===== src/rtl/muldiv_sequencer.sv =====
// Multi-cycle multiply/divide sequencer owning the HI/LO register pair.
// MULT runs an unsigned shift-add over n cycles, DIV a restoring divide over n cycles;
// MTHI/MTLO/MFHI/MFLO are serviced in IDLE without leaving it.
module muldiv_sequencer #(
    parameter int unsigned n = 4
) (
    input  logic           clk,
    input  logic           rst_n,
    input  logic           req_valid,
    output logic           req_ready,
    input  logic [3:0]     req_f,
    input  logic [n-1:0]   req_a,
    input  logic [n-1:0]   req_b,
    output logic           rd_valid,
    output logic [n-1:0]   rd_data,
    output logic           done,
    output logic           div_by_zero,
    output logic           busy,
    output logic [2*n-1:0] out_2n
);

    localparam int unsigned CntW = $clog2(n + 1);

    typedef enum logic [1:0] {StIdle, StBusy, StDone} state_e;

    state_e           r_state, w_state_nxt;
    logic [n-1:0]     r_hi, w_hi_nxt;
    logic [n-1:0]     r_lo, w_lo_nxt;
    logic [n-1:0]     r_rd_data, w_rd_data_nxt;
    logic             r_rd_valid, w_rd_valid_nxt;
    logic             r_dbz, w_dbz_nxt;
    logic             r_is_div, w_is_div_nxt;
    logic [CntW-1:0]  r_cnt, w_cnt_nxt;
    // Working accumulator: MULT keeps {partial high, remaining multiplier},
    // DIV keeps {remainder, dividend/quotient}. Either way it ends as {hi, lo}.
    logic [2*n-1:0]   r_acc, w_acc_nxt;
    // Multiplicand for MULT, divisor for DIV.
    logic [n-1:0]     r_opnd, w_opnd_nxt;

    logic [n:0]       w_mul_sum;
    logic [n:0]       w_div_shift;
    logic [n:0]       w_div_diff;
    logic             w_div_ge;
    logic [2*n-1:0]   w_mul_step;
    logic [2*n-1:0]   w_div_step;

    logic             w_unused;
    assign w_unused = req_f[2];

    // One shift-add or restoring-divide iteration on the working accumulator.
    always_comb begin
        w_mul_sum   = {1'b0, r_acc[2*n-1:n]} + (r_acc[0] ? {1'b0, r_opnd} : '0);
        w_mul_step  = {w_mul_sum, r_acc[n-1:1]};
        w_div_shift = r_acc[2*n-1:n-1];
        w_div_diff  = w_div_shift - {1'b0, r_opnd};
        w_div_ge    = (w_div_shift >= {1'b0, r_opnd});
        w_div_step  = {(w_div_ge ? w_div_diff[n-1:0] : w_div_shift[n-1:0]),
                       r_acc[n-2:0], w_div_ge};
    end

    // Next-state: command decode in IDLE, iteration in BUSY, single DONE cycle.
    always_comb begin
        w_state_nxt    = r_state;
        w_hi_nxt       = r_hi;
        w_lo_nxt       = r_lo;
        w_rd_data_nxt  = r_rd_data;
        w_rd_valid_nxt = 1'b0;
        w_dbz_nxt      = r_dbz;
        w_is_div_nxt   = r_is_div;
        w_cnt_nxt      = r_cnt;
        w_acc_nxt      = r_acc;
        w_opnd_nxt     = r_opnd;
        case (r_state)
            StIdle: begin
                if (req_valid) begin
                    if (req_f[3]) begin
                        w_is_div_nxt = ~req_f[1];
                        w_dbz_nxt    = 1'b0;
                        if (!req_f[1] && (req_b == '0)) begin
                            w_hi_nxt    = req_a;
                            w_lo_nxt    = '1;
                            w_dbz_nxt   = 1'b1;
                            w_state_nxt = StDone;
                        end else begin
                            w_acc_nxt   = req_f[1] ? {{n{1'b0}}, req_b} : {{n{1'b0}}, req_a};
                            w_opnd_nxt  = req_f[1] ? req_a : req_b;
                            w_cnt_nxt   = CntW'(n);
                            w_state_nxt = StBusy;
                        end
                    end else if (req_f[0]) begin
                        if (req_f[1]) begin
                            w_lo_nxt = req_a;
                        end else begin
                            w_hi_nxt = req_a;
                        end
                    end else begin
                        w_rd_data_nxt  = req_f[1] ? r_hi : r_lo;
                        w_rd_valid_nxt = 1'b1;
                    end
                end
            end
            StBusy: begin
                if (r_cnt != '0) begin
                    w_acc_nxt = r_is_div ? w_div_step : w_mul_step;
                    w_cnt_nxt = r_cnt - CntW'(1);
                end else begin
                    w_hi_nxt    = r_acc[2*n-1:n];
                    w_lo_nxt    = r_acc[n-1:0];
                    w_state_nxt = StDone;
                end
            end
            StDone: begin
                w_state_nxt = StIdle;
            end
            default: begin
                w_state_nxt = StIdle;
            end
        endcase
    end

    // State and datapath registers; reset aborts any operation in flight.
    always_ff @(posedge clk or negedge rst_n) begin
        if (!rst_n) begin
            r_state    <= StIdle;
            r_hi       <= '0;
            r_lo       <= '0;
            r_rd_data  <= '0;
            r_rd_valid <= 1'b0;
            r_dbz      <= 1'b0;
            r_is_div   <= 1'b0;
            r_cnt      <= '0;
            r_acc      <= '0;
            r_opnd     <= '0;
        end else begin
            r_state    <= w_state_nxt;
            r_hi       <= w_hi_nxt;
            r_lo       <= w_lo_nxt;
            r_rd_data  <= w_rd_data_nxt;
            r_rd_valid <= w_rd_valid_nxt;
            r_dbz      <= w_dbz_nxt;
            r_is_div   <= w_is_div_nxt;
            r_cnt      <= w_cnt_nxt;
            r_acc      <= w_acc_nxt;
            r_opnd     <= w_opnd_nxt;
        end
    end

    assign req_ready   = (r_state == StIdle);
    assign busy        = (r_state == StBusy);
    assign done        = (r_state == StDone);
    assign rd_valid    = r_rd_valid;
    assign rd_data     = r_rd_data;
    assign div_by_zero = r_dbz;
    assign out_2n      = {r_hi, r_lo};

endmodule


===== config.mk =====
export PLATFORM = sky130hd
export DESIGN_NAME = muldiv_sequencer
export DESIGN_NICKNAME = d
export VERILOG_FILES = /design/src/rtl/muldiv_sequencer.sv
export SDC_FILE = /design/constraint.sdc
export NUM_CORES = 1
export LEC_CHECK = 0
export ABC_AREA = 1
export BUFFER_PORTS_ARGS = -buffer_cell sky130_fd_sc_hd__buf_2
export CAP_MARGIN = 10
export CORE_MARGIN = 1.5
export CORE_UTILIZATION = 51
export CTS_CLUSTER_DIAMETER = 60
export DETAILED_ROUTE_END_ITERATION = 7
export HOLD_SLACK_MARGIN = 0.15
export PLACE_DENSITY = 0.82
export SYNTH_ARGS = -nofsm -noshare
export SYNTH_HDL_FRONTEND = slang
export SYNTH_SLANG_ARGS = --single-unit

===== constraint.sdc =====
create_clock -name clk -period 1.6 [get_ports clk]
set_input_delay 0 -clock clk [delete_from_list [all_inputs] [get_ports clk]]
set_output_delay 0 -clock clk [all_outputs]
set_load 0.05 [all_outputs]

==> summary by stage <==
Placed design
Routability-driven placement finished with a final weighted congestion of 0.969. Summed over all nets, the half-perimeter wirelength after detailed placement is 3920 um. Port buffering added 30 buffers.

Yosys
The fraction of post-synthesis cell area in the top cell type by area is 37.2%. The number of warning messages in the yosys log is 0. Synthesis inferred 32 register bits. The gate count of the mapped netlist is 271. The cell accounting for the most synthesized area is dfrtp_1. Synthesis produced a netlist with a net count of 298.

The average instance in the mapped netlist occupies 7.94 um^2. The total standard cell area after synthesis is 2150 um^2. The synthesized netlist contains 34 unique library cells.

By area the synthesized netlist is led by dfrtp_1 37%, nand2_1 10%, ha_1 5.8%. The sequential-to-total area share from yosys stat is 37.2%.

Setup path
The classification of the worst setup path is flop to flop. STA classifies the critical path startpoint as a flop. STA classifies the critical path endpoint as a flop. For the worst setup path, the data arrival time is 1.83 ns.

The biggest fanout along the worst timing path is 4. The endpoint required time on the critical path is 1.83 ns.

Pwr
Summed over all cells, the static leakage comes to 1.35 nW. For this design the ratio of total power to cell area is 2460 nW/um^2. The peak ir drop on the vdd network is 0.000939 V. The total chip power is 6.72 mW.

Final layout
Cells fill 67.9% of the core in the end. The repair_antennas step left the layout with diodes totalling 0. In the final layout, the share of cells above drive strength 1 is 30.7%. From synthesis to final layout, the design area changed by 27.1%. At the end of the flow, the number of nets in the layout was 356. Summing all multi-input logic gate instances after layout gives 1260 um^2. The area occupied by registers is 802 um^2. After filler insertion, the fill cell instance count of the layout stands at 313.

Drt
After detailed routing, the number of remaining DRC violations is 0. The total vias in the final route is 2099. The average via count per standard cell is 5.54. The first detailed-routing pass took 5 iterations.

For this block, the initial DRC count from the detailed router was 166. In this run the remaining antenna-violating nets after routing total 0. Dividing the detail-routed wire length by the instance count gives 14.8 um. The final routed wirelength across all metal layers is 5600 um.

Timing
Setup repair after global routing could not meet its margin everywhere. The total negative slack is -0.00339 ns. For the pin with the worst max-slew slack, the measured transition is 0.699 ns. The number of pins with negative max-slew slack in the final report came to 0. The total of endpoints with negative setup slack in the final report is 1. The timing-limited maximum frequency is 624 MHz. After layout, the worst setup slack is -0.00339 ns. The share of the clock period used by the worst path after layout is 100%. The final clock skew is 0.00752 ns. Measured against its own limit, the worst slew margin works out to 53.4%. After layout, the minimum clock period comes to 1.60 ns.

The final hold violation count is 0.

Global routing
The global routing usage summed across all routing layers is 25.5%. The number of global-route vias before repair is 1885. The overflow left after global routing is 0.

Entering global routing, the biggest net connects 33 pins. The first-pass GRT wire length is 8500 um. The initial antenna violation count was 0.

Flow run
The number of maximum-capacitance constraint violations is 0.

CTS
The total CTS buffers is 5. The clock-pin slew of the registers on the worst-case setup and hold paths is 0.07 ns. The clock latency reported for the late side of the worst-skew pair is 0.30 ns. TritonCTS built the clock tree.

The root buffer cell is clkbuf_8. The longest clock path from root to sink contains 2 buffers. The H-tree depth is 2. Counting every sink on the clock net gives 32.

Floorplanning
The initial utilization of the core area, before any placement, comes to 53.4%. In this run the horizontal extent of the chip is 68.0 um. Row generation in the floorplan step produced 23 rows. The count of pins on the block boundary is 32.

The floorplan die area is 4620 um^2. The placeable core area is 4030 um^2. The die is 68.0 um tall.

Run status
The checks that failed: negative setup slack. The run finished, with violations left.

Min path
The class of the tightest hold or removal check is input port to async pin.
layer usage:
metal  routed length [um]  up-vias  GRT usage (%)
li1                     -     1009              -
met1                 2230      974           28.6
met2                 2880       99           46.2
met3                  355       17           6.74
met4                  139        0           9.00
met5                    0        -              0
registers in the layout (all words and copies together), names as in the netlist:
name and flops:
r_acc 8, r_hi 4, r_lo 4, r_opnd 4, rd_data 4, r_cnt 3
r_state 2, div_by_zero 1, r_is_div 1, rd_valid 1
synth_stat cells (all sizes together):
cell    count
inv        32
o21bai      4
clkbuf      1
a31oi       1
fa          2
nand4       4
o211ai      3
o21a        5
nand2      69
nand3      20
dfrtp      32
buf         6
nor3        1
clkinv      1
a21oi      13
xnor2       1
o21ai      36
or2         6
ha         10
nor2       22
o22ai       2
power breakdown:
group / internal [mW] / switching, mW / total (mW)
logic: 1.67 / 2.91 / 4.58
clock network: 0.295 / 0.309 / 0.604
registers: 1.20 / 0.334 / 1.53
total: 3.17 / 3.55 / 6.72
layout make-up:
type	instances	share of cell area [%]
Clock inverter	1	0.183
Timing Repair Buffer	58	15.0
Tap cell	50	2.29
Sequential cell	32	29.3
Inverter	33	4.62
Multi-Input combinational cell	199	46.0
Clock buffer	6	2.65
final timing paths:
path | start | slack [ns] | end | depth (start not counted)
worst min-delay path | rst_n | 0.28 | r_acc[6]$_DFFE_PN0P_ | 2
worst max register to register | r_acc[0]$_DFFE_PN0P_ | -0.003 | r_acc[4]$_DFFE_PN0P_ | 8
max in group asynchronous | rst_n | 0.83 | r_acc[4]$_DFFE_PN0P_ | 2
min in group clk | req_f[0] | 0.47 | rd_valid$_DFF_PN0_ | 3
worst min register to register | rd_data[3]$_DFFE_PN0P_ | 0.48 | rd_data[3]$_DFFE_PN0P_ | 1
worst max-delay path | r_acc[0]$_DFFE_PN0P_ | -0.003 | r_acc[4]$_DFFE_PN0P_ | 8
worst max-delay path, stage by stage (launching register included):
cell and delay [ns]:
dfrtp_1 0.41, nand2_1 0.07, inv_1 0.04, ha_2 0.17, fa_2 0.52, nor2_1 0.04
nor2_1 0.12, nand2_1 0.09, nand2_1 0.06
metrics by stage:
stage / setup WS (ns) / instances / area [um^2] / hold WS, ns
2_1_floorplan: 0.0163 / 271 / 2150 / -0.296
3_3_place_gp: 0.0473 / 356 / 2410 / 0.0900
3_5_place_dp: -0.0145 / 356 / 2410 / 0.0945
4_1_cts: 0.00932 / 376 / 2630 / 0.327
5_1_grt: -0.0751 / 379 / 2740 / 0.376
6_report: -0.00339 / 379 / 2740 / 0.284
cell usage in the layout, fill, tap and decap left out, types with 2 or more instances in the layout:
master | Yosys | layout
nand2_1 | 60 | 56
dfrtp_1 | 32 | 31
buf_2 | 3 | 30
inv_1 | 30 | 27
o21ai_0 | 18 | 17
nor2_1 | 16 | 16
nand3_1 | 17 | 15
o21ai_1 | 13 | 14
dlygate4sd3_1 | 0 | 13
buf_4 | 0 | 13
nand2_2 | 7 | 11
a21oi_1 | 12 | 10
o21ai_2 | 5 | 5
o21a_1 | 5 | 5
ha_1 | 10 | 5
clkbuf_8 | 0 | 5
nor2_4 | 4 | 4
inv_2 | 2 | 4
nand4_1 | 4 | 4
o21bai_1 | 4 | 4
or2_2 | 3 | 3
nand3_2 | 1 | 3
o211ai_1 | 3 | 3
or2_1 | 3 | 3
ha_4 | 0 | 3
nand2_4 | 2 | 2
nor2_2 | 2 | 2
nand3_4 | 2 | 2
a21oi_2 | 1 | 2
fa_2 | 0 | 2
ha_2 | 0 | 2
timing repair:
item	CTS	global route
hold buffers	13	0
endpoints found under the hold margin	45	0
setup endpoints to repair	5	5
pin swaps	0	11
resized for setup	3	21
setup buffers	0	3
kinds of logic after synthesis:
group | Yosys count | share of synthesized area, %
adders and majority gates | 12 | 7.67
and+or+nand+nor | 122 | 28.7
buffers and inverters | 40 | 8.20
AOI/OAI and AO/OA | 64 | 17.8
DFF | 32 | 37.2
xor gates and xnor gates | 1 | 0.407
(Power assumes the default switching activity.)
